===== src/rtl/uart_tx_x.sv =====
// rtl/uart_tx_x.sv - UART transmitter with TX FIFO, 5-8 data bits, parity, 1/2 stop bits.
// Optional line break generation is enabled by defining UART_TX_X_BREAK_EN.
module uart_tx_x #(
    parameter int OVERSAMPLE = 16,
    parameter int FIFO_DEPTH = 16
) (
    input  logic                          clk,
    input  logic                          rst,
    input  logic [15:0]                   baud_div,
    input  logic [7:0]                    data_i,
    input  logic                          valid_i,
    output logic                          ready_o,
    input  logic [1:0]                    data_bits,
    input  logic [1:0]                    parity,
    input  logic                          stop2,
    input  logic                          break_i,
    output logic [$clog2(FIFO_DEPTH):0]   fifo_count_o,
    output logic                          busy_o,
    output logic                          tx_o
);
    localparam int AW  = $clog2(FIFO_DEPTH);
    localparam int CW  = AW + 1;
    localparam int OSW = $clog2(OVERSAMPLE);

    typedef enum logic [2:0] {
        S_IDLE,
        S_START,
        S_DATA,
        S_PAR,
        S_STOP1,
        S_STOP2
`ifdef UART_TX_X_BREAK_EN
        , S_BREAK
`endif
    } state_t;

    logic [15:0]    div_cnt;
    logic           tick;
    logic [7:0]     mem [FIFO_DEPTH];
    logic [AW-1:0]  wr_ptr;
    logic [AW-1:0]  rd_ptr;
    logic [CW-1:0]  count;
    logic           push;
    logic           pop;
    logic [7:0]     head;
    logic [7:0]     head_mask;
    logic           head_par;

    state_t         state;
    logic [OSW-1:0] os_cnt;
    logic [7:0]     sh;
    logic [2:0]     bit_cnt;
    logic [1:0]     db_q;
    logic           par_en_q;
    logic           par_bit_q;
    logic           stop2_q;
    logic           tx_q;
    logic           bit_end;
    logic           frame_end;
    logic           idle_slot;
    logic           brk_go;

    always_ff @(posedge clk) begin
        if (rst)
            div_cnt <= '0;
        else if (div_cnt == 16'd0)
            div_cnt <= baud_div;
        else
            div_cnt <= div_cnt - 16'd1;
    end
    assign tick = (div_cnt == 16'd0);

    assign ready_o      = (count < CW'(FIFO_DEPTH));
    assign push         = valid_i && ready_o;
    assign fifo_count_o = count;
    assign head         = mem[rd_ptr];

    always_ff @(posedge clk) begin
        if (push)
            mem[wr_ptr] <= data_i;
    end

    always_ff @(posedge clk) begin
        if (rst) begin
            wr_ptr <= '0;
            rd_ptr <= '0;
            count  <= '0;
        end else begin
            if (push)
                wr_ptr <= wr_ptr + AW'(1);
            if (pop)
                rd_ptr <= rd_ptr + AW'(1);
            if (push && !pop)
                count <= count + CW'(1);
            else if (pop && !push)
                count <= count - CW'(1);
        end
    end

`ifdef UART_TX_X_BREAK_EN
    logic brk_mark;
`else
    logic unused_break;
    assign unused_break = break_i;
`endif

    // idle_slot is every tick where a new frame may begin: plain IDLE ticks
    // and the final tick of a frame, so queued bytes follow with no gap.
    always_comb begin
        bit_end   = tick && (os_cnt == OSW'(OVERSAMPLE - 1));
        frame_end = bit_end && ((state == S_STOP1 && !stop2_q) || state == S_STOP2);
`ifdef UART_TX_X_BREAK_EN
        if (bit_end && state == S_BREAK && brk_mark)
            frame_end = 1'b1;
`endif
        idle_slot = (tick && state == S_IDLE) || frame_end;
`ifdef UART_TX_X_BREAK_EN
        brk_go    = idle_slot && break_i;
`else
        brk_go    = 1'b0;
`endif
        pop       = idle_slot && !brk_go && (count != '0);
        head_mask = 8'hFF >> (2'd3 - data_bits);
        head_par  = (^(head & head_mask)) ^ (parity == 2'd2);
    end

    always_ff @(posedge clk) begin
        if (rst) begin
            state     <= S_IDLE;
            os_cnt    <= '0;
            sh        <= '0;
            bit_cnt   <= '0;
            db_q      <= '0;
            par_en_q  <= 1'b0;
            par_bit_q <= 1'b0;
            stop2_q   <= 1'b0;
            tx_q      <= 1'b1;
`ifdef UART_TX_X_BREAK_EN
            brk_mark  <= 1'b0;
`endif
        end else if (idle_slot) begin
            os_cnt  <= '0;
            bit_cnt <= '0;
`ifdef UART_TX_X_BREAK_EN
            brk_mark <= 1'b0;
            if (brk_go) begin
                state <= S_BREAK;
                tx_q  <= 1'b0;
            end else
`endif
            if (pop) begin
                state     <= S_START;
                tx_q      <= 1'b0;
                sh        <= head;
                db_q      <= data_bits;
                par_en_q  <= (parity == 2'd1) || (parity == 2'd2);
                par_bit_q <= head_par;
                stop2_q   <= stop2;
            end else begin
                state <= S_IDLE;
                tx_q  <= 1'b1;
            end
        end else if (tick && state != S_IDLE) begin
`ifdef UART_TX_X_BREAK_EN
            // Break holds the line low until released, then one mark bit.
            if (state == S_BREAK && !brk_mark) begin
                if (!break_i) begin
                    brk_mark <= 1'b1;
                    tx_q     <= 1'b1;
                end
            end else
`endif
            if (!bit_end) begin
                os_cnt <= os_cnt + OSW'(1);
            end else begin
                os_cnt <= '0;
                case (state)
                    S_START: begin
                        state <= S_DATA;
                        tx_q  <= sh[0];
                    end
                    S_DATA: begin
                        if (bit_cnt == 3'(db_q) + 3'd4) begin
                            state <= par_en_q ? S_PAR : S_STOP1;
                            tx_q  <= par_en_q ? par_bit_q : 1'b1;
                        end else begin
                            bit_cnt <= bit_cnt + 3'd1;
                            sh      <= sh >> 1;
                            tx_q    <= sh[1];
                        end
                    end
                    S_PAR: begin
                        state <= S_STOP1;
                        tx_q  <= 1'b1;
                    end
                    S_STOP1: begin
                        state <= S_STOP2;
                        tx_q  <= 1'b1;
                    end
                    default: ;
                endcase
            end
        end
    end

    assign busy_o = (state != S_IDLE);
    assign tx_o   = tx_q;
endmodule


===== config.mk =====
export PLATFORM = sky130hd
export DESIGN_NAME = uart_tx_x
export DESIGN_NICKNAME = d
export VERILOG_FILES = /design/src/rtl/uart_tx_x.sv
export SDC_FILE = /design/constraint.sdc
export NUM_CORES = 1
export LEC_CHECK = 0
export BUFFER_PORTS_ARGS = -buffer_cell sky130_fd_sc_hd__buf_4
export CORE_MARGIN = 2
export CORE_UTILIZATION = 55
export DETAILED_ROUTE_END_ITERATION = 10
export PLACE_DENSITY = 0.73
export REMOVE_ABC_BUFFERS = 1
export SETUP_SLACK_MARGIN = 0.02
export SYNTH_ARGS = -nofsm -noshare
export SYNTH_HDL_FRONTEND = slang
export SYNTH_SLANG_ARGS = --single-unit
export TNS_END_PERCENT = 50

===== constraint.sdc =====
create_clock -name clk -period 3.1 [get_ports clk]
set_clock_uncertainty 0.05 [all_clocks]
set_input_delay 0.31 -clock clk [delete_from_list [all_inputs] [get_ports clk]]
set_output_delay 0.31 -clock clk [all_outputs]
set_load 0.05 [all_outputs]

# ---- Yosys cells after proc, flatten, opt, wreduce, memory -nomap -nowiden
# Memory sizes are Yosys's and may differ from the RTL's. A register that Yosys moved wholly into a read port is not among the register bits.
# Cells that the tools add are included.
dict set report word_totals {
  reg_bits 53
  ramBits 128
  inputBits 33
  memories 1
}
# name depth width read_ports rd_ports_with_merged_regs write_ports line_no
set memory_table {}
lappend memory_table {mem 16 8 1 1 1 39} ;# logic [7:0] mem [FIFO_DEPTH];
dict set report op_classes {
  n_addsub 9
  magnitude_cmp 1
  eq_ne 12
  shifts 1
  muxes 28
  bitwise_logic 3
  n_reduce_logical 33
}
# operator count
set ops {}
lappend ops {{2-to-1 mux 8 bit} 6}
lappend ops {{logical NOT 16 bit} 1}
lappend ops {{2-to-1 mux 16 bit} 1}
lappend ops {{subtractor 16 x 1 -> 16 bit (second input constant)} 1}
lappend ops {{2-to-1 mux 3 bit} 5}
lappend ops {{adder 4 x 1 -> 4 bit (second input constant)} 3}
lappend ops {{2-to-1 mux 4 bit} 3}
lappend ops {{one-hot mux 3 bit (4 select lines)} 1}
lappend ops {{2-to-1 mux 5 bit} 2}
lappend ops {{nonzero test 5 bit} 2}
lappend ops {{logical AND 1 bit} 9}
lappend ops {{2-to-1 mux 1 bit} 9}
lappend ops {{bitwise AND 8 bit} 1}
lappend ops {{AND reduction 4 bit} 2}
lappend ops {{nonzero test 2 bit} 4}
lappend ops {{XOR reduction 8 bit} 1}
lappend ops {{right shift 8 x 2 -> 8 bit (first input constant)} 1}
lappend ops {{== test 3 x 2 -> 1 bit (second input constant)} 2}
lappend ops {{== test 3 bit (second input constant)} 2}
lappend ops {{adder 5 x 1 -> 5 bit (second input constant)} 1}
lappend ops {{< comparator 5 bit (second input constant)} 1}
lappend ops {{AND reduction 5 bit} 1}
lappend ops {{subtractor 5 x 1 -> 5 bit (second input constant)} 1}
lappend ops {{== test 4 bit (second input constant)} 1}
lappend ops {{other kinds (20)} 26}

# ---- Depth between registers and ports, before layout
# Gate-level depths: netlist of the first run.
dict set report depth {
  ltp_word 9
  depth_mapped 16
}

# ---- Least setup slack after synthesis of the first run
# Ideal clock, no wire load.
dict set report synth_timing {
  path_type {register -> register}
  start {register div_cnt[7]}
  end {register count[4], in the netlist fifo_count_o[4]}
  setup_ns 0.070
  arrival_time_ns 3.016
  required_ns 2.980
  path_slack_ns -0.036
  stages_incl_launch_ff 14
  n_path_buf 0
  path_cell_list {dfxtp_1 or3_4 nor4_4 nand4_4 nor3_2 inv_1 ha_1 inv_1 ha_1 a21o_1 a21oi_1 xnor2_1 or3_1 a21oi_1}
}
dict set report synth_between {
  elab_chain_len 8
  elab_cells_between_ends 11
}
# element line_no
set synth_rtl {}
lappend synth_rtl {{start, declared} 37} ;# logic [15:0] div_cnt;
lappend synth_rtl {{start signal, assigned} 67} ;# div_cnt <= baud_div;
lappend synth_rtl {{start signal, assigned} 69} ;# div_cnt <= div_cnt - 16'd1;
lappend synth_rtl {{logical NOT 16 bit *} 71} ;# assign tick = (div_cnt == 16'd0);
lappend synth_rtl {{logical AND 1 bit} 110} ;# bit_end = tick && (os_cnt == OSW'(OVERSAMPLE - 1));
lappend synth_rtl {{logical AND 1 bit} 111} ;# frame_end = bit_end && ((state == S_STOP1 && !stop2_q) || state == S_STOP2);
lappend synth_rtl {{logical OR 1 bit *} 116} ;# idle_slot = (tick && state == S_IDLE) || frame_end;
lappend synth_rtl {{logical AND 1 bit *} 122} ;# pop = idle_slot && !brk_go && (count != '0);
lappend synth_rtl {{logical NOT 1 bit} 93} ;# if (push && !pop)
lappend synth_rtl {{logical AND 1 bit} 93}
lappend synth_rtl {{2-to-1 mux 5 bit / nonzero test 2 bit (equally long branches)} -}
lappend synth_rtl {{end signal, assigned} 94} ;# count <= count + CW'(1);
lappend synth_rtl {{end signal, assigned} 96} ;# count <= count - CW'(1);
lappend synth_rtl {{end, declared} 42} ;# logic [CW-1:0] count;
# Every way passes the cells marked *; elsewhere a longest branch is shown, timed or not.
# A chain may end at the register's enable or synchronous reset.

# ---- Final worst setup path of the first run
dict set report layout_timing {
  start {register div_cnt[8]}
  end {register count[4], in the netlist fifo_count_o[4]}
}
# Same word-level chain as after synthesis.

==> results of run 1 <==
[routing by layer]
| metal | up-vias | wire length (um) | track usage |
|---|---|---|---|
| li1 | 2237 | - | - |
| met1 | 2363 | 6630 | 0.269 |
| met2 | 116 | 8360 | 0.373 |
| met3 | 22 | 663 | 0.0465 |
| met4 | 0 | 311 | 0.0793 |
| met5 | - | 0 | 0 |
[where the power goes]
| part | leakage [nW] | total (mW) | switching (mW) | internal [mW] |
|---|---|---|---|---|
| Combinational | 1.25 | 2.03 | 1.07 | 0.965 |
| Sequential | 1.62 | 2.98 | 0.142 | 2.84 |
| Clock | 0.282 | 2.09 | 1.02 | 1.07 |
| Total | 3.15 | 7.11 | 2.23 | 4.88 |
[metrics by stage]
stage	std cells	hold slack (ns)	setup TNS [ns]	instance area (um^2)	utilization
2_1_floorplan	541	0.325	-2.40	7790	-
3_3_place_gp	779	0.402	0	8470	0.606
3_5_place_dp	779	0.410	-0.0415	8470	0.606
4_1_cts	812	0.0657	0	9080	0.649
5_1_grt	815	0.0813	-0.0834	9140	0.653
6_report	815	0.0744	0	9140	0.653
[registers in the layout (all words and copies together) (netlist names), 3 cells and up, named ones only]
name,count
rd_ptr,4
bit_cnt,3
mem,128
wr_ptr,4
state,3
fifo_count_o,5
sh,8
os_cnt,4
div_cnt,16
[how the worst max path moves through the flow]
stage	endpoint	slack, ns	cells after the start
6_report	fifo_count_o[4]	0.07	13
3_3_place_gp	fifo_count_o[4]	0.06	13
5_1_grt	fifo_count_o[4]	-0.08	13
2_1_floorplan	fifo_count_o[4]	-0.78	13
4_1_cts	fifo_count_o[4]	0.02	14
3_5_place_dp	fifo_count_o[4]	-0.04	13
[cell families after synthesis]
group           after synthesis  share of synthesized area
compound gates               67                     0.0574
xor+xnor                     33                     0.0390
fa+ha+maj                    15                     0.0245
buf+inv                      46                     0.0280
flops                       185                      0.627
mux                          48                      0.116
simple gates                178                      0.108
[Yosys cell counts (all sizes together), types with 5 or more instances]
cell type,number
nand3,18
dfxtp,57
nor2,71
nor2b,8
a21oi,19
a211oi,16
mux2,6
nor3,23
a22oi,7
o21ai,10
inv,15
nand2,33
mux4,33
clkbuf,19
buf,12
ha,14
edfxtp,128
mux2i,9
nand2b,5
xnor2,18
xor2,14
[critical path, stage by stage (launching register included)]
cell     delay (ns)
dfxtp_2        0.33
or3_4          0.42
nor4_4         0.31
nand4_4        0.15
nor3_4         0.23
inv_2          0.08
ha_4           0.18
fa_2           0.37
inv_2          0.06
a21o_1         0.14
a21oi_2        0.07
xnor2_1        0.13
or3_1          0.33
a21oi_2        0.11
[cell type report]
type | count | area, um^2
repair buffers | 62 | 490
clock buffers | 18 | 429
well taps | 180 | 225
clock inverters | 14 | 151
fillers | 1000 | 4850
multi-input cells | 341 | 2790
flip-flops and latches | 185 | 4990
inverters | 15 | 56.3
[repair_timing]
action / CTS / global route
gates cloned: 0 / 0
setup endpoints to repair: 1 / 2
pin swaps: 2 / 7
gates resized for setup: 7 / 8
buffers inserted: 1 / 3
==> impl_metrics.yaml, run 1 <==
floorplanning:
  die_x_um: 124
  initial_core_util: 0.569
  placementRows: 43
  die_h_um: 124
  core_area_um2: 14000
  dieArea_um2: 15400
  io_pins: 41
logic_synthesis:
  yosys_warnings: 0
  syn_inst: 572
  synth_edf_count: 128
  ys_seq_area_frac: 0.627
  synthesis.area_um2: 7950
  synth_top_flop_cell: "edfxtp_1"
  synth-async-reset-ratio: 0
  yosys-top-cells-area: "edfxtp_1, dfxtp_1, mux4_2, nor2_1, ha_1"
  synth_top_area_cell: "edfxtp_1"
  syn_area_per_cell_um2: 13.9
  ys_ff_latch: 185
  synth_top_area_share: 0.483
  synthDistinctLibCells: 52
clock_tree:
  tritoncts: "done"
  root_buffer: "clkbuf_16"
  clock-sinks: 185
  ctsHoldBuffers: 0
  cts_htree_levels: 4
  numCtsBuffers: 17
  insertion_delay_ns: 0.44
  clkTransAtPathRegs_ns: 0.07
  cts_buffer_depth: 2
timing:
  slew_violations: 0
  rsz0062_at_grt: "yes"
  fin_crit_sh: 0.977
  fmax_ghz: 0.330
  period_needed_ns: 3.03
  hold_viol_final: 0
  worst_pin_slew_ns: 0.928
  setup_viol_count_final: 0
  fin_ws_ns: 0.0718
  slew_headroom: 0.379
routing:
  avgViaCountPerCell: 5.81
  antenna_left: 0
  finalWirelength_um: 16000
  vias: 4738
  wl_per_cell_um: 19.6
  drc_errors: 0
  drtIter0Drc: 383
  drtPass1Iterations: 5
worst_setup_path:
  crit_path_end_kind: "register"
  r2r-start: "div_cnt[8]"
  r2r_end: "fifo_count_o[4]"
  rrSetupSlack_ns: 0.07
  cp-start-kind: "register"
  worstPathRequired_ns: 3.42
  critPathKind: "reg -> reg"
  r2r_cells: 13
  arrival_ns: 3.35
  crit_path_start: "div_cnt[8]"
  critical_path_peak_fanout: 4
finish:
  drive_gt1_frac: 0.239
  nets: 670
  final_common_cell: "edfxtp_1"
  num_antenna_cells: 0
  layout_common_cells: "edfxtp_1, nor2_1, buf_4, dfxtp_1, nand2_1"
  syn_to_final_growth_pct: 14.9
placement:
  numPortBuffers: 39
  place_hpwl_um: 10400
  place_ws_ns: -0.0415
  gp_congestion: 0.833
outcome:
  status: "complete, no violations"
min_path:
  hold_depth: 3
  hp-class: "in -> reg"
  hp-start: "stop2"
  min_to: "stop2_q"
global_route:
  antenna_found_initial: 0
  grt_max_degree: 55
  grtUsageTotal: 0.216
  grt_pass1_wl_um: 25600
  grt.overflow.total: 0
  grt_pass1_vias: 4822
power_and_ir_drop:
  finalPower_mw: 7.11
  peakVddDrop_mv: 0.617
  cellLeakagePower_nw: 3.15
  cellPowerDensity_nw_per_um2: 778
job:
  drv_cap: 0
Note: power is estimated with default switching activity, not from simulation.
==> inputs of run 2 (changes only) <==
--- a/config.mk
+++ b/config.mk
@@ -7,9 +7,10 @@
 export LEC_CHECK = 0
 export BUFFER_PORTS_ARGS = -buffer_cell sky130_fd_sc_hd__buf_4
 export CORE_MARGIN = 2
-export CORE_UTILIZATION = 55
+export CORE_UTILIZATION = 57
+export CTS_BUF_LIST = sky130_fd_sc_hd__clkbuf_4 sky130_fd_sc_hd__clkbuf_8
 export DETAILED_ROUTE_END_ITERATION = 10
-export PLACE_DENSITY = 0.73
+export PLACE_DENSITY = 0.75
 export REMOVE_ABC_BUFFERS = 1
 export SETUP_SLACK_MARGIN = 0.02
 export SYNTH_ARGS = -nofsm -noshare
==> run 2 against run 1 <==
Count of clock-buffer cells in the layout fell by 1. Sequential cell count unchanged. Global-route usage up 0.66 points. Sequential power about the same.
==> impl_metrics.yaml, run 2 (synthesis results as in run 1) <==
min_path:
  hold_depth: 3
  min_to: "stop2_q"
  hp-class: "in -> reg"
  hp-start: "stop2"
timing:
  slew_violations: 0
  period_needed_ns: 2.98
  rsz0062_at_grt: "yes"
  hold_viol_final: 0
  setup_viol_count_final: 0
  fmax_ghz: 0.336
  whs_ns: 0.0490
  slew_headroom: 0.386
  fin_ws_ns: 0.120
  worst_pin_slew_ns: 0.917
  fin_crit_sh: 0.961
placement:
  gp_congestion: 0.858
  place_ws_ns: -0.0589
  place_area_um2: 8470
  numPortBuffers: 39
  place_hpwl_um: 10100
  dp.cells: 778
finish:
  fin_util: 0.650
  multi_input_area_um2: 2800
  final_common_cell: "edfxtp_1"
  largest_reg_flops: 128
  nets: 668
  seqCellArea_um2: 4990
  syn_to_final_growth_pct: 12.6
  top_register: "mem"
  drive_gt1_frac: 0.237
  layout_common_cells: "edfxtp_1, nor2_1, buf_4, dfxtp_1, nand2_1"
  fill_cells: 1000
  num_antenna_cells: 0
  final_cells: 813
  reg_top3: "mem (128), div_cnt (16), sh (8)"
  stdcell_area_um2: 8960
floorplanning:
  die_h_um: 122
  placementRows: 43
  die_x_um: 122
  core_area_um2: 13800
  io_pins: 41
  initial_core_util: 0.577
  dieArea_um2: 14900
global_route:
  grt_pass1_wl_um: 24600
  grt.overflow.total: 0
  grtUsageTotal: 0.222
  grt_pass1_vias: 4633
  antenna_found_initial: 0
  grt_max_degree: 55
routing:
  wl_met1_um: 6360
  vias: 4771
  avgViaCountPerCell: 5.87
  drtIter0Drc: 409
  wl_met3_um: 673
  drc_errors: 0
  finalWirelength_um: 15500
  wl_per_cell_um: 19.0
  antenna_left: 0
  highest_layer: "met4"
  dr_wl_met2_um: 8050
  drtPass1Iterations: 4
worst_setup_path:
  critPathKind: "reg -> reg"
  rrSetupSlack_ns: 0.12
  cp-start-kind: "register"
  crit_path_start: "div_cnt[8]"
  worstPathRequired_ns: 3.45
  arrival_ns: 3.33
  r2r-start: "div_cnt[8]"
  crit_path_end_kind: "register"
  r2r_end: "fifo_count_o[4]"
  r2r_cells: 13
  critical_path_peak_fanout: 5
clock_tree:
  insertion_delay_ns: 0.47
  clock-sinks: 185
  root_buffer: "clkbuf_8"
  ctsHoldBuffers: 0
  cts_buffer_depth: 2
  numCtsBuffers: 17
  clkTransAtPathRegs_ns: 0.10
  cts_htree_levels: 4
  tritoncts: "done"
power_and_ir_drop:
  cellLeakagePower_nw: 3.06
  peakVddDrop_mv: 0.436
  cellPowerDensity_nw_per_um2: 737
outcome:
  status: "complete, no violations"
job:
  drv_cap: 0
-- run 2: cell count changes in the layout (fill, tap and decap cells not counted), sizes merged --
cell and delta:
buf -2, clkinv -2, clkinvlp +2, bufinv +1, clkbuf -1
-- run 2: cell type report --
cell class                      count  share of cell area
Clock buffer                       17              0.0261
Inverter                           15             0.00657
Clock inverter                     15              0.0198
Timing Repair Buffer               60              0.0531
Tap cell                          180              0.0251
Sequential cell                   185               0.557
Multi-Input combinational cell    341               0.312
-- run 2: routing by layer --
| layer | vias up | track usage |
|---|---|---|
| li1 | 2228 | - |
| met1 | 2387 | 0.282 |
| met2 | 132 | 0.377 |
| met3 | 24 | 0.0421 |
| met4 | 0 | 0.0948 |
| met5 | - | 0 |
-- run 2: what timing repair did --
| item | CTS | global route |
|---|---|---|
| setup endpoints to repair | 2 | 2 |
| gates resized for setup | 5 | 11 |
| pin swaps | 3 | 5 |
| setup buffers | 1 | 2 |
-- run 2: critical path, stage by stage, from the launching register on --
cell and delay (ns):
dfxtp_2 0.33, or3_4 0.41, nor4_4 0.32, nand4_4 0.16, nor3_4 0.25, inv_2 0.08
ha_4 0.18, fa_2 0.36, inv_2 0.05, a21o_1 0.12, a21oi_2 0.06, xnor2_1 0.12
or3_1 0.30, a21oi_1 0.12
-- run 2: how the worst max path moves through the flow --
stage / cells after the start / endpoint
after floorplan: 13 / fifo_count_o[4]
after global placement: 13 / fifo_count_o[4]
after detailed placement: 13 / fifo_count_o[4]
after CTS: 14 / fifo_count_o[4]
after global routing: 13 / fifo_count_o[4]
final: 13 / fifo_count_o[4]
-- run 2: metrics by stage --
step	TNS, ns	total power [mW]
2_1_floorplan	-2.40	4.41
3_3_place_gp	0	4.84
3_5_place_dp	-0.0589	4.91
4_1_cts	0	6.57
5_1_grt	-0.0144	6.94
6_report	0	6.60
-- run 2: power by group --
| group | total (mW) | leakage (nW) | internal, mW | switching [mW] |
|---|---|---|---|---|
| clock network | 1.62 | 0.199 | 0.679 | 0.941 |
| registers | 2.98 | 1.62 | 2.84 | 0.144 |
| logic | 2.00 | 1.24 | 0.939 | 1.06 |
| total | 6.60 | 3.06 | 4.46 | 2.15 |
==> inputs of run 3 (changes only) <==
--- a/config.mk
+++ b/config.mk
@@ -5,11 +5,11 @@
 export SDC_FILE = /design/constraint.sdc
 export NUM_CORES = 1
 export LEC_CHECK = 0
-export BUFFER_PORTS_ARGS = -buffer_cell sky130_fd_sc_hd__buf_4
-export CORE_MARGIN = 2
-export CORE_UTILIZATION = 57
+export ABC_CLOCK_PERIOD_IN_PS = 3100
+export CORE_UTILIZATION = 59
 export CTS_BUF_LIST = sky130_fd_sc_hd__clkbuf_4 sky130_fd_sc_hd__clkbuf_8
 export DETAILED_ROUTE_END_ITERATION = 10
+export DONT_BUFFER_PORTS = 1
 export PLACE_DENSITY = 0.75
 export REMOVE_ABC_BUFFERS = 1
 export SETUP_SLACK_MARGIN = 0.02
==> run 3 against run 2 <==
Wire length up 0.12%. First-iteration DRC count up 3.9%. Non-clock buffer count up 2. Sequential cell count unchanged. Utilization up 3.5 points. Worst hold slack better by 0.0044 ns. Final cell count down 0.25%. Sequential share of layout area down 0.51 points. Via count down 0.92%. Critical path depth unchanged. Sequential power about the same. Largest cell class unchanged. Largest power group unchanged.
==> impl_metrics.yaml, run 3 (synthesis results as in run 1) <==
global_route:
  antenna_found_initial: 0
  grt_pass1_vias: 4606
  grt_pass1_wl_um: 24100
  grt_max_degree: 55
  grtUsageTotal: 0.235
  grt.overflow.total: 0
clock_tree:
  numCtsBuffers: 17
  cts_buffer_depth: 2
  cts_htree_levels: 4
  clkTransAtPathRegs_ns: 0.10
  tritoncts: "done"
  clock-sinks: 185
  insertion_delay_ns: 0.46
  root_buffer: "clkbuf_8"
finish:
  fin_util: 0.685
  largest_reg_flops: 128
  layout_common_cells: "edfxtp_1, nor2_1, dfxtp_1, nand2_1, buf_4"
  fill_cells: 876
  final_common_cell: "edfxtp_1"
  syn_to_final_growth_pct: 13.7
  drive_gt1_frac: 0.189
  nets: 670
  num_antenna_cells: 0
  reg_top3: "mem (128), div_cnt (16), sh (8)"
  top_register: "mem"
  stdcell_area_um2: 9040
timing:
  fin_crit_sh: 0.976
  period_needed_ns: 3.03
  slew_violations: 0
  worst_pin_slew_ns: 0.807
  setup_viol_count_final: 0
  slew_headroom: 0.460
  fmax_ghz: 0.331
  hold_viol_final: 0
  tns_ns: 0
worst_setup_path:
  rrSetupSlack_ns: 0.07
  r2r_end: "fifo_count_o[4]"
  critPathKind: "reg -> reg"
  crit_path_end_kind: "register"
  arrival_ns: 3.37
  critical_path_peak_fanout: 5
  r2r_cells: 13
  r2r-start: "div_cnt[8]"
  worstPathRequired_ns: 3.44
  cp-start-kind: "register"
routing:
  drtPass1Iterations: 4
  avgViaCountPerCell: 5.83
  wl_per_cell_um: 19.1
  drc_errors: 0
  vias: 4727
  finalWirelength_um: 15500
  antenna_left: 0
  drtIter0Drc: 425
floorplanning:
  io_pins: 41
  core_area_um2: 13200
  die_x_um: 118
  die_h_um: 118
  placementRows: 42
  dieArea_um2: 13900
  initial_core_util: 0.603
placement:
  place_area_um2: 8240
  place_hpwl_um: 9940
  gp_congestion: 0.796
  numPortBuffers: 0
power_and_ir_drop:
  finalPower_mw: 6.59
  peakVddDrop_mv: 0.413
  clkPwrFrac: 0.250
  cellPowerDensity_nw_per_um2: 729
  combPwrFrac: 0.298
  p_int_mw: 4.50
  p_sw_frac: 0.317
  seqPwrFrac: 0.452
  cellLeakagePower_nw: 3.08
  netSwitchingPower_mw: 2.09
min_path:
  hold_depth: 3
  hp-class: "in -> reg"
  min_to: "par_en_q"
  hp-start: "parity[0]"
job:
  drv_cap: 0
outcome:
  status: "complete, no violations"
run 3: cell types whose count changed in the layout (fill, tap and decap cells not counted), sizes merged:
| cell | change |
|---|---|
| buf | -26 |
| bufinv | +1 |
| clkinv | +1 |
| inv | +1 |
| dlygate4sd3 | +28 |
| clkinvlp | -3 |
run 3: worst max-delay path, cell delays in order, from the launching register on:
cell and delay (ns):
dfxtp_2 0.33, or3_4 0.41, nor4_4 0.29, nand4_4 0.15, nor3_4 0.23, inv_2 0.08
ha_4 0.18, fa_2 0.36, inv_1 0.08, a21o_1 0.13, a21oi_2 0.07, xnor2_1 0.14
or3_1 0.32, a21oi_1 0.13
run 3: worst max-delay path by stage:
stage | start | end | slack [ns] | cells past startpoint
floorplan | div_cnt[7] | fifo_count_o[4] | -0.78 | 13
global placement | div_cnt[8] | fifo_count_o[4] | 0.05 | 13
detailed placement | div_cnt[8] | fifo_count_o[4] | -0.05 | 13
CTS | os_cnt[0] | fifo_count_o[4] | 0.04 | 14
global route | div_cnt[8] | fifo_count_o[4] | -0.03 | 13
finish | div_cnt[8] | fifo_count_o[4] | 0.07 | 13
run 3: layout make-up:
| type | count | area (um^2) | share of cell area |
|---|---|---|---|
| Multi-Input combinational cell | 341 | 2790 | 0.309 |
| Timing Repair Buffer | 62 | 568 | 0.0628 |
| Tap cell | 176 | 220 | 0.0244 |
| Sequential cell | 185 | 4990 | 0.552 |
| Inverter | 15 | 56.3 | 0.00623 |
| Clock inverter | 15 | 183 | 0.0202 |
| Clock buffer | 17 | 234 | 0.0259 |
run 3: layer usage:
layer	wire, um	GRT usage
met2	7790	0.380
met4	349	0.0849
met5	0	0
met3	769	0.0659
met1	6560	0.304
run 3: power by group through the flow:
stage / logic (mW) / clock network [mW] / registers (mW)
finish: 1.96 / 1.65 / 2.98
CTS: 1.88 / 1.68 / 2.98
global route: 2.14 / 1.77 / 3.00
global placement: 1.74 / 0 / 3.02
detailed placement: 1.78 / 0 / 3.04
floorplan: 1.28 / 0 / 3.13
run 3: repair_timing:
action	4_1_cts	5_1_grt
resized for setup	5	8
buffers inserted	1	3
pin swaps	2	7
hold buffers	29	0
hold endpoints to repair	185	0
setup endpoints to repair	1	1
run 3: stage by stage:
stage	hold slack [ns]	instances	setup slack [ns]
finish	0.0534	811	0.0746
detailed placement	0.340	746	-0.0528
global route	0.0261	811	-0.0263
CTS	0.0198	808	0.0382
global placement	0.338	746	0.0537
floorplan	0.325	541	-0.777
